`src/rtl/slot_allocator.sv`:
```
// slot_allocator: free-list allocator for a pool of SLOTS identical resources.
// Keeps a registered occupancy bitmap and offers the lowest-numbered free slot
// every cycle; slots are handed back through a separate free port.
//
// Ports:
//   clk, reset       - single clock, synchronous active-high reset
//   alloc_valid      - requester wants a slot this cycle
//   alloc_ready      - a free slot exists (== !full)
//   alloc_index      - slot granted when alloc_valid && alloc_ready
//   free_valid       - return free_index to the pool
//   free_index       - slot being returned
//   in_use           - number of currently allocated slots
//   full / empty     - in_use == SLOTS / in_use == 0
//   err_double_free  - sticky: a free targeted an unallocated slot
//   err_range        - sticky: free_index >= SLOTS
//   err_clear        - clears both sticky flags (a coincident error wins)
module slot_allocator #(
  parameter int unsigned SLOTS = 8,
  parameter int unsigned IDX_W = $clog2(SLOTS),
  parameter int unsigned CNT_W = $clog2(SLOTS + 1)
) (
  input  logic             clk,
  input  logic             reset,
  input  logic             alloc_valid,
  output logic             alloc_ready,
  output logic [IDX_W-1:0] alloc_index,
  input  logic             free_valid,
  input  logic [IDX_W-1:0] free_index,
  output logic [CNT_W-1:0] in_use,
  output logic             full,
  output logic             empty,
  output logic             err_double_free,
  output logic             err_range,
  input  logic             err_clear
);

  // Every value of free_index addresses a bit of the padded bitmap, so an
  // out-of-range index never reads outside the vector.
  localparam int unsigned PAD = 1 << IDX_W;

  logic [SLOTS-1:0] used;
  logic [PAD-1:0]   used_pad;
  logic [SLOTS-1:0] alloc_mask;
  logic [SLOTS-1:0] free_mask;
  logic             fire_alloc;
  logic             range_bad;
  logic             free_hit;
  logic             free_ok;
  logic             double_free;

  // Index of the lowest clear bit. With all bits set the result is not
  // representable in general, so the caller gates it with full.
  function automatic logic [IDX_W-1:0] trailing_ones(input logic [SLOTS-1:0] v);
    logic [IDX_W-1:0] n;
    logic             done;
    n    = '0;
    done = 1'b0;
    for (int unsigned i = 0; i < SLOTS; i++) begin
      if (!done && !v[i]) begin
        n    = IDX_W'(i);
        done = 1'b1;
      end
    end
    return n;
  endfunction

  assign full        = (in_use == CNT_W'(SLOTS));
  assign empty       = (in_use == '0);
  assign alloc_ready = !full;
  assign alloc_index = full ? '0 : trailing_ones(used);

  always_comb begin
    used_pad              = '0;
    used_pad[SLOTS-1:0]   = used;
  end

  assign fire_alloc  = alloc_valid && alloc_ready;
  assign range_bad   = free_valid && ({1'b0, free_index} >= (IDX_W + 1)'(SLOTS));
  assign free_hit    = used_pad[free_index];
  assign free_ok     = free_valid && !range_bad && free_hit;
  assign double_free = free_valid && !range_bad && !free_hit;

  // The granted slot is clear in the current bitmap, so it can never collide
  // with an accepted free in the same cycle.
  assign alloc_mask = fire_alloc ? (SLOTS'(1) << alloc_index) : '0;
  assign free_mask  = free_ok    ? (SLOTS'(1) << free_index)  : '0;

  always_ff @(posedge clk) begin
    if (reset) begin
      used            <= '0;
      in_use          <= '0;
      err_double_free <= 1'b0;
      err_range       <= 1'b0;
    end else begin
      used <= (used | alloc_mask) & ~free_mask;
      if (fire_alloc && !free_ok) begin
        in_use <= in_use + 1'b1;
      end else if (free_ok && !fire_alloc) begin
        in_use <= in_use - 1'b1;
      end
      err_double_free <= double_free | (err_double_free & ~err_clear);
      err_range       <= range_bad   | (err_range       & ~err_clear);
    end
  end

endmodule

```
`config.mk`:
```
export PLATFORM = sky130hd
export DESIGN_NAME = slot_allocator
export DESIGN_NICKNAME = d
export VERILOG_FILES = /design/src/rtl/slot_allocator.sv
export SDC_FILE = /design/constraint.sdc
export NUM_CORES = 1
export LEC_CHECK = 0
export ABC_AREA = 1
export CORE_AREA = 2 2 51 53
export CTS_CLUSTER_SIZE = 14
export DETAILED_ROUTE_END_ITERATION = 8
export DIE_AREA = 0 0 53 55
export HOLD_SLACK_MARGIN = 0.03
export PLACE_DENSITY = 0.72
export SLEW_MARGIN = 20
export SYNTH_ARGS = -nofsm -noshare
export SYNTH_HDL_FRONTEND = slang
export SYNTH_SLANG_ARGS = --single-unit
export TNS_END_PERCENT = 100
```
`constraint.sdc`:
```
create_clock -name clk -period 2.3 [get_ports clk]
set_clock_uncertainty 0.1 [all_clocks]
set_input_delay 0.46 -clock clk [delete_from_list [all_inputs] [get_ports clk]]
set_output_delay 0.46 -clock clk [all_outputs]
set_load 0.02 [all_outputs]
```
==> results by group <==
GRT
  • Vias in the first global route: 1105
  • Initial antenna violation count: 0
  • Total grt overflow: 0
  • Largest net degree at the start of global routing: 14
  • All-Layer GR Usage: 21.7%
  • Global-route wire length before repair: 4600 um

Synth
  • Post-synthesis register bit count: 14
  • Syn Nets: 172
  • Avg Cell Area, Syn: 6.44 um2
  • Cell count after synthesis: 160
  • Distinct cells, synth: 23
  • Synth Warn #: 0
  • Post-synthesis sequential area ratio: 27.2%
  • Post-Syn Area: 1030 um2

Layout
  • Register area: 293 um2
  • P&R area growth vs syn: 45.3%
  • Share of post-route cells with drive strength above 1: 34.1%
  • Fillers: 219
  • Diodes inserted: 0
  • Final cell count without fillers: 235
  • Final Cell Area: 1500 um2
  • Multi-input gate area: 677 um2
  • Most frequent cells in the layout: nand2_1 (28), buf_4 (25), nor2_1 (23), inv_1 (22), clkdlybuf4s50_1 (13)
  • Most common cell after layout, fill and taps aside: nand2_1
  • Nets: 218

Floorplan
  • Die X: 53 um
  • Core area: 2360 um2
  • Initial Util: 43.6%
  • IO Count: 20
  • Die H: 55 um
  • Row cnt: 18
  • Die area: 2920 um2

Worst setup path
  • Critical path data arrival time: 1650 ps
  • CP Launch Type: register
  • Worst Setup End Kind: primary output
  • Crit Path Max Fanout: 4
  • Worst Path Required: 1740 ps
  • Flop-to-flop setup slack: 110 ps
  • Crit path kind: reg2out

Outcome
  • Status: complete, no violations

Route
  • Vias per inst: 5.04
  • Post-DR wirelength/cell: 12.0 um
  • DRC viols: 0
  • DRT iter0 DRCs: 21
  • Final ANT Viol Nets: 0
  • WL final: 2810 um
  • Detailed Routing Iterations Pass 1: 4
  • Via count: 1184

CTS
  • Root buf cell: clkbuf_4
  • Clock sinks: 14
  • H-tree lvl count: 1
  • Clock transition at the registers of the reported paths: 90 ps
  • Hold-fix buffers, CTS: 0
  • Clock Path Buffers: 2
  • CTS Buf Count: 3
  • Later-pin clock latency in the skew report: 290 ps
  • CTS tree: built

Placed design
  • Area post-placement: 1420 um2
  • DP HPWL: 2190 um
  • Placed cells: 225
  • Final GP Congestion: 0.914
  • Worst slack, placed: -658 ps
  • IO Port Bufs: 19

STA
  • Unrepaired setup endpoints after global routing: true
  • Setup_tns: 0 ps
  • Max-slew violations: 0
  • Slew margin rel.: 74.9%
  • Least-Margin Pin Slew: 376 ps
  • Fmax: 452 MHz
  • Crit path time final: 2210 ps
  • Final Cycle Share: 96.1%
  • Worst Setup Slack, final: 88.6 ps
  • Final Hold Vio Count: 0
  • Setup violations, final: 0

Power
  • PD cells: 570 nW/um2
  • Leakage: 0.741 nW
  • Power, Total: 0.853 mW
  • IR Drop Worst-Case VDD: 0.546 mV

Job
  • Max-Cap Viols: 0

Min path
  • Min-Delay Path Class: reg2reg
-- where the power goes --
part,switching (mW),internal [mW],leakage (nW)
sequential,0.0212,0.270,0.117
clock,0.0878,0.0676,0.0150
combinational,0.215,0.192,0.609
total,0.324,0.529,0.741
-- cell usage after synthesis --
| master | instances | area, um2 |
|---|---|---|
| nor2_1 | 24 | 90.1 |
| nand4_4 | 1 | 21.3 |
| inv_2 | 2 | 7.51 |
| nand3_2 | 2 | 20.0 |
| nor2_2 | 4 | 25.0 |
| a21oi_1 | 14 | 70.1 |
| nor3_2 | 1 | 10.0 |
| buf_2 | 1 | 5.00 |
| o21ai_0 | 7 | 35.0 |
| nand4_1 | 7 | 43.8 |
| inv_1 | 27 | 101 |
| ha_1 | 3 | 37.5 |
| nand3_1 | 11 | 55.1 |
| o31ai_4 | 1 | 21.3 |
| clkbuf_1 | 2 | 7.51 |
| nor3_1 | 1 | 5.00 |
| fa_1 | 1 | 20.0 |
| a21oi_2 | 1 | 8.76 |
| nand2_1 | 30 | 113 |
| dfxtp_1 | 14 | 280 |
| nand2_2 | 4 | 25.0 |
| nor2_8 | 1 | 20.0 |
| xor2_1 | 1 | 8.76 |
-- routing by layer --
layer  share of wire [%]  vias to the layer above  global-route usage, %
li1                    -                      600                      -
met1                  43                      558                   25.9
met2                  52                       20                   39.6
met3                 2.5                        6                   3.49
met4                 1.6                        0                   7.26
met5                   0                        -                      0
-- sequential cells by signal, summed over array words and instances, names as in the netlist --
| signal | cells |
|---|---|
| err_double_free | 1 |
| in_use | 4 |
| used | 8 |
| err_range | 1 |
-- cells by family after synthesis --
family | synth area share [%]
AO/OA/AOI/OAI | 13.1
XOR/XNOR | 0.850
adder cells (fa/ha/maj) | 5.58
buffers and inverters | 11.8
flip-flops | 27.2
AND/OR/NAND/NOR | 41.5
-- cell type report --
class	instances	share of cell area [%]
Sequential cell	14	19.5
Tap cell	30	2.51
Clock buffer	4	1.75
Inverter	29	7.27
Timing Repair Buffer	44	23.7
Multi-Input combinational cell	114	45.2
-- worst max-delay path, cell delays in order (launching register included) --
cell and delay (ps):
dfxtp_1 340, buf_4 160, nor3_1 210, clkdlybuf4s50_1 650
-- path summary, 6_finish.rpt --
check	to	startpoint	cells past startpoint
worst max-delay path	empty	in_use[2]	3
worst min-delay path	err_double_free	err_double_free	2
worst max register to register	in_use[3]	in_use[0]	17
worst min register to register	err_double_free	err_double_free	2
-- metrics by stage --
stage          hold WS [ps]  util (%)
2_1_floorplan           356         -
3_3_place_gp            327      60.1
3_5_place_dp            342      60.1
4_1_cts                 357      61.5
5_1_grt                 380      63.3
6_report                352      63.3
-- timing repair --
item                                    in CTS  in global routing
resized for setup                            9                 17
endpoints found under the setup margin       6                  8
pin swaps                                    3                  7
buffers inserted                             0                  6
(Power assumes the default switching activity.)
